`src/rtl/smi_pkg.sv`:
```
// Shared constants for the SMI read-path controller: register map, CTRL/STATUS
// bit positions, version code, fetch FSM state type and lane-count helpers.
// No ports; imported by smi_stream_ctrl and smi_lfsr.
package smi_pkg;

  // Register map on the ioc/cs bus
  localparam logic [4:0] IOC_VERSION     = 5'd0;
  localparam logic [4:0] IOC_FIFO_STATUS = 5'd1;
  localparam logic [4:0] IOC_CTRL        = 5'd2;
  localparam logic [4:0] IOC_STATUS      = 5'd3;

  // CTRL bit positions
  localparam int CTRL_ENABLE     = 0;
  localparam int CTRL_TEST       = 1;
  localparam int CTRL_CHSEL_LSB  = 2;
  localparam int CTRL_CHSEL_MSB  = 3;
  localparam int CTRL_INTERLEAVE = 4;

  // STATUS bit positions
  localparam int STATUS_UNDERRUN = 0;

  localparam logic [7:0] SMI_VERSION = 8'h02;
  localparam logic [7:0] CTRL_RESET  = 8'h01;
  localparam logic [7:0] CTRL_MASK   = 8'h1F;

  typedef enum logic [1:0] {
    ST_EMPTY = 2'd0,
    ST_PULL  = 2'd1,
    ST_FULL  = 2'd2
  } fetch_state_e;

  // Number of SMI beats needed to send one FIFO word
  function automatic int smi_lanes(input int word_w, input int smi_w);
    return word_w / smi_w;
  endfunction

  // Index width for a counter over n items (at least 1 bit)
  function automatic int smi_idx_w(input int n);
    return (n <= 1) ? 1 : $clog2(n);
  endfunction

endpackage

```
`src/rtl/smi_lfsr.sv`:
```
// Purpose: W-bit Fibonacci-style test pattern generator for the SMI read path.
// Latency: state_o shows the current pattern; a step or reload lands on the next clock.
// Backpressure: none; advances only when step_i is high.
// Ports: clk_i/rst_ni clock and async active-low reset, step_i advance,
//        reload_i force SEED (wins over step_i), state_o current pattern.
module smi_lfsr
  import smi_pkg::*;
#(
  parameter int             W    = 8,
  parameter logic [W-1:0]   SEED = 'h56,
  parameter logic [W-1:0]   TAPS = 'h0C
) (
  input  logic         clk_i,
  input  logic         rst_ni,
  input  logic         step_i,
  input  logic         reload_i,
  output logic [W-1:0] state_o
);

  logic [W-1:0] state_q;
  logic [W-1:0] state_d;
  logic [W-1:0] shifted;

  // Feedback is the parity of the tapped bits, shifted in at the MSB.
  // The all-zero state would lock up, so it is replaced by the seed.
  assign shifted = {^(state_q & TAPS), state_q[W-1:1]};

  always_comb begin
    state_d = state_q;
    if (reload_i) begin
      state_d = SEED;
    end else if (step_i) begin
      state_d = (shifted == '0) ? SEED : shifted;
    end
  end

  always_ff @(posedge clk_i or negedge rst_ni) begin
    if (!rst_ni) begin
      state_q <= SEED;
    end else begin
      state_q <= state_d;
    end
  end

  assign state_o = state_q;

endmodule

```
`src/rtl/smi_stream_ctrl.sv`:
```
// Purpose: moves WORD_W-bit words from N_CH show-ahead RX FIFOs onto the SMI bus, MSB lane first.
// Latency: SOE falling edge at the pin -> o_smi_data_out updated 3 i_sys_clk later; pull -> word held next cycle.
// Backpressure: pops only into an empty holding register; a beat with nothing held outputs 0 and flags underrun.
// Ports: i_sys_clk/i_rst_b clock and async active-low reset; i_ioc/i_data_in/o_data_out/i_cs/
//        i_fetch_cmd/i_load_cmd register bus; o_fifo_pull/i_fifo_data/i_fifo_empty FIFO side;
//        i_smi_soe_se/o_smi_data_out/o_smi_read_req SMI side; o_underrun, o_address_error status.
module smi_stream_ctrl
  import smi_pkg::*;
#(
  parameter int               WORD_W    = 32,
  parameter int               SMI_W     = 8,
  parameter int               N_CH      = 2,
  parameter logic [SMI_W-1:0] TEST_SEED = 'h56,
  parameter logic [SMI_W-1:0] TEST_TAPS = 'h0C
) (
  input  logic                     i_sys_clk,
  input  logic                     i_rst_b,
  input  logic [4:0]               i_ioc,
  input  logic [7:0]               i_data_in,
  output logic [7:0]               o_data_out,
  input  logic                     i_cs,
  input  logic                     i_fetch_cmd,
  input  logic                     i_load_cmd,
  output logic [N_CH-1:0]          o_fifo_pull,
  input  logic [N_CH*WORD_W-1:0]   i_fifo_data,
  input  logic [N_CH-1:0]          i_fifo_empty,
  input  logic                     i_smi_soe_se,
  output logic [SMI_W-1:0]         o_smi_data_out,
  output logic                     o_smi_read_req,
  output logic                     o_underrun,
  output logic                     o_address_error
);

  localparam int LANES  = smi_lanes(WORD_W, SMI_W);
  localparam int LANE_W = smi_idx_w(LANES);
  localparam int CH_W   = smi_idx_w(N_CH);

  if ((WORD_W % SMI_W) != 0) begin : g_bad_word_w
    $error("WORD_W must be an integer multiple of SMI_W");
  end
  if ((N_CH < 1) || (N_CH > 4)) begin : g_bad_n_ch
    $error("N_CH must be in 1..4");
  end

  // ---------------------------------------------------------------- register file
  logic [7:0] ctrl_q;
  logic [7:0] data_out_q;
  logic [7:0] rd_data;
  logic       addr_err_q;
  logic       addr_err_d;
  logic       underrun_q;
  logic       underrun_d;
  logic       underrun_set;
  logic       wr_en, rd_en, ioc_mapped, chsel_bad, ctrl_wr;
  logic       test_chg, test_on;

  logic            en, test, interleave;
  logic [CH_W-1:0] ch_sel;

  assign en         = ctrl_q[CTRL_ENABLE];
  assign test       = ctrl_q[CTRL_TEST];
  assign interleave = ctrl_q[CTRL_INTERLEAVE];
  assign ch_sel     = ctrl_q[CTRL_CHSEL_LSB +: CH_W];

  assign wr_en      = i_cs & i_load_cmd;
  assign rd_en      = i_cs & i_fetch_cmd;
  assign ioc_mapped = (i_ioc <= IOC_STATUS);
  // Selecting a channel that does not exist is treated like a bad address.
  assign chsel_bad  = (i_ioc == IOC_CTRL) &&
                      (int'(i_data_in[CTRL_CHSEL_MSB:CTRL_CHSEL_LSB]) >= N_CH);
  assign ctrl_wr    = wr_en & (i_ioc == IOC_CTRL) & ~chsel_bad;
  assign test_chg   = ctrl_wr & (i_data_in[CTRL_TEST] != test);
  assign test_on    = ctrl_wr & i_data_in[CTRL_TEST] & ~test;

  assign addr_err_d = ((rd_en | wr_en) & ~ioc_mapped) | (wr_en & chsel_bad);

  // Reads sample the registers before any same-cycle write lands.
  always_comb begin
    rd_data = '0;
    case (i_ioc)
      IOC_VERSION:     rd_data = SMI_VERSION;
      IOC_FIFO_STATUS: rd_data = 8'(i_fifo_empty);
      IOC_CTRL:        rd_data = ctrl_q;
      IOC_STATUS:      rd_data = {7'b0, underrun_q};
      default:         rd_data = '0;
    endcase
  end

  // A new underrun in the same cycle as a clear wins, so no event is lost.
  always_comb begin
    underrun_d = underrun_q;
    if (wr_en && (i_ioc == IOC_STATUS) && i_data_in[STATUS_UNDERRUN]) begin
      underrun_d = 1'b0;
    end
    if (underrun_set) begin
      underrun_d = 1'b1;
    end
  end

  always_ff @(posedge i_sys_clk or negedge i_rst_b) begin
    if (!i_rst_b) begin
      ctrl_q     <= CTRL_RESET;
      data_out_q <= '0;
      addr_err_q <= 1'b0;
      underrun_q <= 1'b0;
    end else begin
      addr_err_q <= addr_err_d;
      underrun_q <= underrun_d;
      if (rd_en) begin
        data_out_q <= rd_data;
      end
      if (ctrl_wr) begin
        ctrl_q <= i_data_in & CTRL_MASK;
      end
    end
  end

  // ---------------------------------------------------------------- SOE sync
  logic soe_meta_q, soe_sync_q, soe_prev_q;
  logic beat;

  always_ff @(posedge i_sys_clk or negedge i_rst_b) begin
    if (!i_rst_b) begin
      soe_meta_q <= 1'b0;
      soe_sync_q <= 1'b0;
      soe_prev_q <= 1'b0;
    end else begin
      soe_meta_q <= i_smi_soe_se;
      soe_sync_q <= soe_meta_q;
      soe_prev_q <= soe_sync_q;
    end
  end

  assign beat = soe_prev_q & ~soe_sync_q;

  // ---------------------------------------------------------------- LFSR
  logic [SMI_W-1:0] lfsr_state;
  logic             lfsr_step;

  smi_lfsr #(
    .W    (SMI_W),
    .SEED (TEST_SEED),
    .TAPS (TEST_TAPS)
  ) u_lfsr (
    .clk_i    (i_sys_clk),
    .rst_ni   (i_rst_b),
    .step_i   (lfsr_step),
    .reload_i (test_on),
    .state_o  (lfsr_state)
  );

  // ---------------------------------------------------------------- fetch FSM
  fetch_state_e     state_q;
  logic [N_CH-1:0]  pull_q;
  logic [WORD_W-1:0] holding_q;
  logic [LANE_W-1:0] lane_q;
  logic [CH_W-1:0]  cur_q;
  logic [CH_W-1:0]  pick_ch;
  logic [CH_W-1:0]  next_ch;
  logic [SMI_W-1:0] smi_q;
  logic [SMI_W-1:0] smi_d;
  logic             read_req_q;
  logic [WORD_W-1:0] fifo_head;
  logic [SMI_W-1:0] lane_word;

  // Outside interleave the channel is re-read from CTRL only while idle,
  // so a ch_sel write never splits a word that is already in flight.
  assign pick_ch   = interleave ? cur_q : ch_sel;
  assign next_ch   = (int'(cur_q) == N_CH - 1) ? '0 : cur_q + 1'b1;
  assign fifo_head = i_fifo_data[int'(cur_q)*WORD_W +: WORD_W];
  assign lane_word = holding_q[(LANES - 1 - int'(lane_q))*SMI_W +: SMI_W];

  always_comb begin
    smi_d        = smi_q;
    underrun_set = 1'b0;
    lfsr_step    = 1'b0;
    if (beat) begin
      if (!en) begin
        smi_d = '0;
      end else if (test) begin
        smi_d     = lfsr_state;
        lfsr_step = 1'b1;
      end else if (state_q == ST_FULL) begin
        smi_d = lane_word;
      end else begin
        smi_d        = '0;
        underrun_set = 1'b1;
      end
    end
  end

  always_ff @(posedge i_sys_clk or negedge i_rst_b) begin
    if (!i_rst_b) begin
      state_q    <= ST_EMPTY;
      pull_q     <= '0;
      holding_q  <= '0;
      lane_q     <= '0;
      cur_q      <= '0;
      smi_q      <= '0;
      read_req_q <= 1'b0;
    end else begin
      smi_q      <= smi_d;
      read_req_q <= en & (test | (state_q == ST_FULL));
      pull_q     <= '0;
      if (!en) begin
        state_q <= ST_EMPTY;
        lane_q  <= '0;
      end else begin
        case (state_q)
          ST_EMPTY: begin
            cur_q <= pick_ch;
            if (!test && !i_fifo_empty[pick_ch]) begin
              pull_q[pick_ch] <= 1'b1;
              state_q         <= ST_PULL;
            end
          end
          // Pop is visible to the FIFO this cycle; the show-ahead head is
          // still the popped word, so capture it now.
          ST_PULL: begin
            holding_q <= fifo_head;
            state_q   <= ST_FULL;
          end
          ST_FULL: begin
            if (beat && !test) begin
              if (int'(lane_q) == LANES - 1) begin
                lane_q  <= '0;
                state_q <= ST_EMPTY;
                if (interleave) begin
                  cur_q <= next_ch;
                end
              end else begin
                lane_q <= lane_q + 1'b1;
              end
            end
          end
          default: state_q <= ST_EMPTY;
        endcase
        if (test_chg) begin
          lane_q <= '0;
        end
      end
    end
  end

  assign o_data_out      = data_out_q;
  assign o_fifo_pull     = pull_q;
  assign o_smi_data_out  = smi_q;
  assign o_smi_read_req  = read_req_q;
  assign o_underrun      = underrun_q;
  assign o_address_error = addr_err_q;

endmodule

```
`config.mk`:
```
export PLATFORM = sky130hd
export DESIGN_NAME = smi_stream_ctrl
export DESIGN_NICKNAME = d
export VERILOG_FILES = /design/src/rtl/smi_pkg.sv /design/src/rtl/smi_lfsr.sv /design/src/rtl/smi_stream_ctrl.sv
export SDC_FILE = /design/constraint.sdc
export NUM_CORES = 1
export LEC_CHECK = 0
export ABC_AREA = 1
export BUFFER_PORTS_ARGS = -buffer_cell sky130_fd_sc_hd__buf_2
export CORE_ASPECT_RATIO = 0.9
export CORE_UTILIZATION = 36
export CTS_BUF_LIST = sky130_fd_sc_hd__clkbuf_8
export DETAILED_ROUTE_END_ITERATION = 8
export GPL_TIMING_DRIVEN = 0
export SLEW_MARGIN = 15
export SYNTH_ARGS = -nofsm -noshare
export SYNTH_HDL_FRONTEND = slang
export SYNTH_HIERARCHICAL = 1
export SYNTH_SLANG_ARGS = --single-unit
```
`constraint.sdc`:
```
create_clock -name i_sys_clk -period 1.7 [get_ports i_sys_clk]
set_input_delay 0.085 -clock i_sys_clk [delete_from_list [all_inputs] [get_ports i_sys_clk]]
set_output_delay 0.085 -clock i_sys_clk [all_outputs]
set_load 0.03 [all_outputs]
```
==> results of run 1 <==
-- cells by family after synthesis --
family | synth area share
other | 0.00106
adder cells (fa/ha/maj) | 0.00352
AND/OR/NAND/NOR | 0.281
buffers and inverters | 0.0820
XOR/XNOR | 0.00493
AO/OA/AOI/OAI | 0.125
flip-flops | 0.502
-- sequential cells by signal (all words and copies together) (netlist names) --
name             flops
o_smi_read_req       1
o_data_out           5
o_underrun           1
o_fifo_pull          2
state_q              2
holding_q           32
u_lfsr/state_o       8
ctrl_q               5
o_address_error      1
soe_prev_q           1
cur_q                1
lane_q               2
soe_sync_q           1
soe_meta_q           1
o_smi_data_out       8
-- synth_stat cells --
cell / instances / area (sq um)
dfstp_2: 5 / 131
xor2_1: 1 / 8.76
nand2_1: 131 / 492
clkbuf_1: 8 / 30.0
nand3_1: 30 / 150
o21ai_0: 21 / 105
nor2_2: 1 / 6.26
nor2_4: 3 / 33.8
conb_1: 1 / 3.75
dfrtp_1: 66 / 1650
o21ai_1: 3 / 15.0
o211ai_1: 1 / 7.51
xnor2_1: 1 / 8.76
or2_2: 1 / 6.26
a21oi_1: 21 / 105
buf_4: 4 / 30.0
buf_2: 8 / 40.0
inv_1: 37 / 139
nor3_1: 1 / 5.00
a31oi_1: 32 / 200
o22ai_1: 2 / 12.5
buf_6: 3 / 33.8
nand4_1: 2 / 12.5
nor3_4: 2 / 32.5
inv_2: 5 / 18.8
nand2_2: 3 / 18.8
ha_1: 1 / 12.5
nor2_1: 63 / 236
nor4_1: 1 / 6.26
-- critical path: cells and delay by family, from the launching register on --
family	cells	cell delay [ps]
AND/OR/NAND/NOR	6	940
flip-flops	1	380
buffers and inverters	2	160
-- area by class of cell --
type | instances | area [sq um] | area share
inverters | 42 | 158 | 0.0310
multi-input cells | 324 | 1490 | 0.292
flip-flops and latches | 71 | 1780 | 0.350
well taps | 126 | 158 | 0.0310
plain buffers | 23 | 134 | 0.0263
clock buffers | 11 | 151 | 0.0297
clock inverters | 5 | 104 | 0.0204
repair buffers | 160 | 1120 | 0.219
-- power breakdown --
| group | switching [mW] | internal (mW) | leakage (nW) |
|---|---|---|---|
| combinational | 1.89 | 1.10 | 1.64 |
| sequential | 0.376 | 2.33 | 0.828 |
| clock | 0.633 | 1.05 | 0.130 |
| total | 2.90 | 4.49 | 2.59 |
-- worst paths after layout --
path / startpoint / end
max in group asynchronous: i_rst_b / u_lfsr/state_o[1]$_DFFE_PN1P_
min: i_fifo_data[9] / holding_q[9]$_DFFE_PN0P_
max: soe_sync_q$_DFF_PN0_ / u_lfsr/state_o[4]$_DFFE_PN1P_
max reg2reg: soe_sync_q$_DFF_PN0_ / u_lfsr/state_o[4]$_DFFE_PN1P_
min reg2reg: soe_meta_q$_DFF_PN0_ / soe_sync_q$_DFF_PN0_
min in group asynchronous: i_rst_b / o_data_out[2]$_DFFE_PN0P_
-- layer usage --
metal	wire, microns	GRT usage
met2	4510	0.311
met3	420	0.0305
met1	4820	0.273
met5	0	0
met4	159	0.0936
-- timing repair --
item | 4_1_cts | 5_1_grt
hold endpoints to repair | 66 | 0
hold buffers | 59 | 0
setup endpoints to repair | 4 | 0
buffers inserted | 1 | 0
==> out/metrics.csv, run 1 <==
stage,metric,value,unit
cells_and_area,stdcell_area,5090,sq um
route,ant_nets,0,
route,viasPerCell,4.77,
outcome,status,"complete, no violations",
floorplanning,ios,106,
pwr,powerDensity,1450,nW/um^2
clock_network,insertion_delay,350,ps
sta,fin_crit_sh,0.906,
sta,fin_skew,12.7,ps
critical_path,r2r_setup_slack,160,ps
sta,fmax,649,MHz
synthesis,syn_inst,458,
critical_path,worst-path-max-fanout,9,
sta,slew_violations,0,
critical_path,r2r_cells,8,
route,wl_per_cell,13.0,microns
sta,max-slew-margin-rel,0.594,
cells_and_area,area_delta_synth_final,43.2,%
route,firstDrtPassIters,4,
sta,report.final.setup_viol,0,
synthesis,synth-seq-area-share,0.502,
critical_path,end_kind,flop,
synthesis,syn_area,3550,sq um
global_routing,grt_first_pass_wirelength,15500,microns
floorplanning,die_h,96.3,microns
worst_hold_path,hold_depth,3,
sta,tightest_slew,604,ps
synthesis,syn_avg_cell_area,7.76,sq um
floorplanning,rows,34,
route,drc,0,
synthesis,yosys_warnings,6,
placement,io_buffers,99,
sta,rsz0062_at_grt,false,
synthesis,ys_types,29,
global_routing,track_usage,0.199,
sta,setup_slack,160,ps
critical_path,criticalPathCategory,flop to flop,
placement,dpl.cell_count,686,
placement,placed_area,4240,sq um
cells_and_area,fill_cells,929,
clock_network,cts.sinks,71,
critical_path,start_kind,flop,
global_routing,grt_max_degree,39,
placement,dp_hpwl,6970,microns
floorplanning,fp.dieW,107,microns
cells_and_area,layout_commonest_cell,nand2_1,
critical_path,crit_required,1980,ps
pwr,total_power,7.39,mW
critical_path,cp_slowest_cell,dfrtp_1,
clock_network,cts.clk_slew.worst_paths,80,ps
cells_and_area,final_nets,717,
global_routing,antenna_found_initial,0,
pwr,ir_worst_vdd,0.627,mV
cells_and_area,post-route-util,0.529,
clock_network,cts_buffer_depth,2,
clock_network,htreeDepth,3,
sta,final.setup.tns,0,ps
cells_and_area,insertedDiodeCount,0,
critical_path,critPathMaxStageDelay,380,ps
route,drt-initial-drc-count,166,
clock_network,cts_root_buf,clkbuf_8,
floorplanning,die_area,10300,sq um
clock_network,cts_buffers,9,
synthesis,synth-seq-cells,71,
global_routing,gr-total-overflow,0,
floorplanning,initial_core_util,0.370,
critical_path,worstPathCellList,inv_1 -> nand2_1 -> nor3_4 -> inv_2 -> nor2_4 -> nand2_1 -> nor2_1 -> nor2_1,
cells_and_area,finalNonFillerCells,762,
clock_network,cts_tree,yes,
floorplanning,core_area,9610,sq um
clock_network,cts_resized,0,
cells_and_area,final_cell_mix,"131 x nand2_1, 106 x buf_2, 66 x dfrtp_1, 63 x nor2_1, 59 x dlygate4sd3_1",
pwr,power.leakage,2.59,nW
worst_hold_path,hold_path_class,input pin to flop,
placement,gp_congestion,0.843,
placement,pre_cts_ws,-135,ps
sta,final-hold-violation-count,0,
route,finalWirelength,9910,microns
sta,whs,11.3,ps
route,vias,3631,
critical_path,cp.arrival,1820,ps
job,maxCapViolations,0,
sta,min_period,1540,ps
cells_and_area,drive_above_1_share,0.239,
global_routing,grt_pass1_vias,3261,
Note: power is estimated with default switching activity, not from simulation.
==> inputs of run 2 (changes only) <==
==> constraint.sdc (replaced) <==
create_clock -name i_sys_clk -period 1.9 [get_ports i_sys_clk]
set_input_delay 0.095 -clock i_sys_clk [delete_from_list [all_inputs] [get_ports i_sys_clk]]
set_output_delay 0.095 -clock i_sys_clk [all_outputs]
set_load 0.03 [all_outputs]
==> out/metrics.csv, run 2 (synthesized netlist as in run 1, its figures left out) <==
stage,metric,value,unit
global_routing,grt_max_degree,39,
cells_and_area,area_delta_synth_final,35.6,%
sta,rsz0062_at_grt,false,
worst_hold_path,hold_path_class,input pin to flop,
sta,final.setup.tns,0,ps
placement,io_buffers,99,
global_routing,track_usage,0.189,
route,wl_per_cell,12.9,microns
cells_and_area,multiInputGateArea,1490,sq um
clock_network,cts_tree,yes,
floorplanning,core_area,9610,sq um
cells_and_area,regMostFlops,holding_q,
cells_and_area,fill_cells,977,
cells_and_area,insertedDiodeCount,0,
cells_and_area,final_nets,689,
floorplanning,die_h,96.3,microns
critical_path,worstPathCellList,inv_1 -> nand2_1 -> nor3_4 -> inv_2 -> nor2_4 -> nand2_1 -> nor2_1 -> nor2_1,
floorplanning,die_area,10300,sq um
critical_path,end_kind,flop,
sta,report.final.setup_viol,0,
critical_path,cpLargestDelayFamily,simple AND/OR/NAND/NOR gates,
floorplanning,rows,34,
cells_and_area,final_cell_mix,"131 x nand2_1, 106 x buf_2, 66 x dfrtp_1, 63 x nor2_1, 37 x inv_1",
route,firstDrtPassIters,4,
critical_path,crit_required,2180,ps
global_routing,grt_first_pass_wirelength,14700,microns
critical_path,worst-path-max-fanout,10,
clock_network,cts.sinks,71,
clock_network,htreeDepth,3,
sta,fin_crit_sh,0.904,
clock_network,cts_setup_buffers,0,
critical_path,cp.arrival,2000,ps
clock_network,cts_buffers,9,
placement,gp_congestion,0.843,
critical_path,cp_num_cells,8,
placement,pre_cts_ws,54.9,ps
cells_and_area,regArea,1780,sq um
global_routing,met3_usage,0.0284,
clock_network,cts.clk_slew.worst_paths,80,ps
placement,placed_area,4240,sq um
clock_network,cts_root_buf,clkbuf_8,
critical_path,cp_slowest_cell,nor3_4,
critical_path,cp_num_buf_inv,2,
global_routing,grt_pass1_vias,3058,
route,drc,0,
global_routing,grt_util_met2,0.284,
sta,fmax,582,MHz
cells_and_area,layout_commonest_cell,nand2_1,
route,finalWirelength,9450,microns
global_routing,antenna_found_initial,0,
job,maxCapViolations,0,
pwr,ir_worst_vdd,0.554,mV
route,drt-initial-drc-count,149,
route,viasPerCell,4.77,
pwr,powerDensity,1360,nW/um^2
floorplanning,ios,106,
critical_path,start_kind,flop,
sta,slew_violations,0,
critical_path,criticalPathCategory,flop to flop,
cells_and_area,stdcell_area,4820,sq um
clock_network,cts_buffer_depth,2,
cells_and_area,drive_above_1_share,0.250,
global_routing,grt-busiest-layer,met2,
sta,min_period,1720,ps
sta,setup_slack,182,ps
sta,final-hold-violation-count,0,
critical_path,critPathMaxStageDelay,430,ps
global_routing,grt_use_met1,0.270,
outcome,status,"complete, no violations",
worst_hold_path,hold_depth,3,
route,vias,3501,
pwr,power.leakage,2.47,nW
clock_network,insertion_delay,350,ps
floorplanning,fp.dieW,107,microns
critical_path,r2r_cells,8,
route,ant_nets,0,
cells_and_area,largest_reg_flops,32,
placement,dp_hpwl,6970,microns
sta,fin_skew,14.3,ps
floorplanning,initial_core_util,0.370,
global_routing,gr-total-overflow,0,
run 2: cell types whose count changed in the layout (fill, tap and decap cells not counted):
cell / previous run / this run
nor3_2: 0 / 1
buf_4: 6 / 5
dlygate4sd3_1: 59 / 32
nor3_1: 1 / 0
run 2: stage by stage:
step                cells  hold WS (ps)  utilization  total power [mW]
floorplan             460          -201            -              4.22
global placement      685           208        0.438              4.96
detailed placement    686          70.4        0.441              5.02
CTS                   734         0.315        0.501              6.60
global route          734          4.60        0.501              7.04
finish                734          7.22        0.501              6.56
run 2: final cells by class:
| class | count | area share |
|---|---|---|
| Buffer | 23 | 0.0278 |
| Clock buffer | 11 | 0.0314 |
| Clock inverter | 5 | 0.0216 |
| Inverter | 42 | 0.0327 |
| Multi-Input combinational cell | 324 | 0.310 |
| Sequential cell | 71 | 0.370 |
| Tap cell | 126 | 0.0327 |
| Timing Repair Buffer | 132 | 0.174 |
run 2: power breakdown:
| part | total [mW] | internal (mW) | switching [mW] | leakage (nW) |
|---|---|---|---|---|
| sequential | 2.42 | 2.09 | 0.336 | 0.828 |
| clock | 1.51 | 0.944 | 0.564 | 0.130 |
| combinational | 2.63 | 0.950 | 1.68 | 1.52 |
run 2: worst paths after layout:
path | from | to | slack [ps]
setup / recovery | soe_sync_q$_DFF_PN0_ | u_lfsr/state_o[2]$_DFFE_PN1P_ | 180
hold / removal | i_fifo_data[43] | holding_q[11]$_DFFE_PN0P_ | 7
setup reg to reg | soe_sync_q$_DFF_PN0_ | u_lfsr/state_o[2]$_DFFE_PN1P_ | 180
hold reg to reg | soe_meta_q$_DFF_PN0_ | soe_sync_q$_DFF_PN0_ | 360
max in group asynchronous | i_rst_b | u_lfsr/state_o[1]$_DFFE_PN1P_ | 1070
min in group asynchronous | i_rst_b | o_data_out[2]$_DFFE_PN0P_ | 220
run 2: what timing repair did:
action | in CTS | in global routing
resized for setup | 0 | 1
endpoints found under the hold margin | 54 | 0
hold buffers | 32 | 0
endpoints found under the setup margin | 0 | 6
run 2: worst register-to-register path, cell delays in order (launching register included):
cell and delay [ps]:
dfrtp_1 380, inv_1 70, nand2_1 250, nor3_4 430, inv_2 120, nor2_4 180, nand2_1 80, nor2_1 110
nor2_1 50
run 2: metal layers:
metal  up-vias  share of wire
met2        98           0.45
met1      1622           0.50
met3        11          0.042
met5         -              0
met4         0          0.011
li1       1770              -
==> inputs of run 3 (changes only) <==
--- a/config.mk
+++ b/config.mk
@@ -12,6 +12,7 @@
 export CTS_BUF_LIST = sky130_fd_sc_hd__clkbuf_8
 export DETAILED_ROUTE_END_ITERATION = 8
 export GPL_TIMING_DRIVEN = 0
+export HOLD_SLACK_MARGIN = 0.02
 export SLEW_MARGIN = 15
 export SYNTH_ARGS = -nofsm -noshare
 export SYNTH_HDL_FRONTEND = slang
==> out/metrics.csv, run 3 (synthesized netlist as in run 1, its figures left out) <==
stage,metric,value,unit
critical_path,timing.rr.start,soe_sync_q$_DFF_PN0_,
pwr,pwr-share-comb,0.407,
floorplanning,core_area,9610,sq um
route,wl_per_cell,13.2,microns
placement,dpl.cell_count,686,
sta,fin_crit_sh,0.909,
floorplanning,ios,106,
floorplanning,fp.dieW,107,microns
route,viasPerCell,4.80,
cells_and_area,regMostFlops,holding_q,
floorplanning,die_area,10300,sq um
clock_network,cts_root_buf,clkbuf_8,
route,firstDrtPassIters,5,
clock_network,htreeDepth,3,
cells_and_area,area_delta_synth_final,45.4,%
placement,gp_congestion,0.843,
sta,rsz0062_at_grt,false,
global_routing,grt_first_pass_wirelength,15900,microns
sta,slew_violations,0,
pwr,intPower,4.03,mW
clock_network,cts.sinks,71,
sta,final-hold-violation-count,0,
cells_and_area,finalNonFillerCells,769,
cells_and_area,fill_cells,919,
pwr,total_power,6.63,mW
pwr,power.leakage,2.62,nW
route,drt-initial-drc-count,151,
route,finalWirelength,10200,microns
worst_hold_path,hold_path_class,input pin to flop,
floorplanning,rows,34,
floorplanning,initial_core_util,0.370,
floorplanning,die_h,96.3,microns
sta,whs,37.4,ps
sta,final.setup.tns,0,ps
placement,io_buffers,99,
cells_and_area,largest_reg_flops,32,
job,maxCapViolations,0,
cells_and_area,final_cell_mix,"131 x nand2_1, 106 x buf_2, 67 x dlygate4sd3_1, 66 x dfrtp_1, 63 x nor2_1",
clock_network,insertion_delay,350,ps
critical_path,worst-path-max-fanout,10,
pwr,sw_frac_of_total,0.392,
global_routing,grt_pass1_vias,3336,
global_routing,grt_max_degree,39,
cells_and_area,final_nets,724,
critical_path,startpoint,soe_sync_q$_DFF_PN0_,
pwr,power_frac_seq,0.366,
sta,report.final.setup_viol,0,
critical_path,cp.arrival,2010,ps
critical_path,crit_required,2180,ps
worst_hold_path,worstHoldStart,i_fifo_data[24],
cells_and_area,drive_above_1_share,0.236,
clock_network,cts.clk_slew.worst_paths,70,ps
critical_path,criticalPathCategory,flop to flop,
placement,placed_area,4240,sq um
pwr,ir_worst_vdd,0.550,mV
pwr,p_clk_frac,0.227,
clock_network,cts_setup_buffers,0,
clock_network,cts_buffer_depth,2,
global_routing,gr-total-overflow,0,
route,drc,0,
clock_network,cts_tree,yes,
pwr,p_switching,2.60,mW
global_routing,track_usage,0.204,
critical_path,end_kind,flop,
global_routing,antenna_found_initial,0,
cells_and_area,insertedDiodeCount,0,
sta,fmax,579,MHz
clock_network,cts_buffers,9,
route,ant_nets,0,
critical_path,start_kind,flop,
sta,min_period,1730,ps
pwr,powerDensity,1280,nW/um^2
placement,dp_hpwl,6970,microns
outcome,status,"complete, no violations",
cells_and_area,layout_commonest_cell,nand2_1,
sta,fin_skew,12.5,ps
cells_and_area,stdcell_area,5170,sq um
route,vias,3688,
==> run 3: cell count changes in the layout (fill, tap and decap cells not counted), sizes merged <==
cell         delta
dlygate4sd3    +35
==> run 3: power groups by stage <==
stage	logic, mW	registers, mW	clock network, mW
5_1_grt	3.01	2.49	1.61
2_1_floorplan	1.65	2.56	0
4_1_cts	2.69	2.42	1.54
6_report	2.70	2.42	1.51
3_5_place_dp	2.58	2.45	0
3_3_place_gp	2.52	2.44	0
==> run 3: cell type report <==
class                      instances  area (sq um)  share of cell area
sequential                        71          1780               0.345
multi-input combinational        324          1490               0.289
timing repair buffer             167          1190               0.230
inverter                          42           158              0.0305
tap                              126           158              0.0305
clock buffer                      11           151              0.0293
buffer                            23           134              0.0259
clock inverter                     5           104              0.0201
==> run 3: worst max-delay path, cell delays in order, from the launching register on <==
cell,delay (ps)
dfrtp_1,380
inv_1,70
nand2_1,250
nor3_4,440
inv_2,120
nor2_4,180
nand2_1,80
nor2_1,110
nor2_1,50
==> run 3: path summary, 6_finish.rpt <==
kind	to	slack, ps	cells past startpoint
worst max register to register	u_lfsr/state_o[2]$_DFFE_PN1P_	170	8
min in group asynchronous	o_data_out[2]$_DFFE_PN0P_	230	2
worst min-delay path	holding_q[24]$_DFFE_PN0P_	40	3
max in group asynchronous	u_lfsr/state_o[1]$_DFFE_PN1P_	1060	3
worst min register to register	soe_sync_q$_DFF_PN0_	360	0
worst max-delay path	u_lfsr/state_o[2]$_DFFE_PN1P_	170	8
==> run 3: repair_timing <==
action	4_1_cts	5_1_grt
setup endpoints to repair	0	6
hold endpoints to repair	71	0
resized for setup	0	1
hold buffers	67	0
==> run 3: per-layer routing <==
layer / track usage / wire length, microns
met5: 0 / 0
met4: 0.0959 / 224
met1: 0.279 / 4800
met2: 0.320 / 4620
met3: 0.0305 / 504
==> run 3: stage by stage <==
step	setup slack (ps)	util
detailed placement	54.9	0.441
floorplan	400	-
CTS	108	0.537
finish	173	0.537
global placement	116	0.438
global route	15.4	0.537
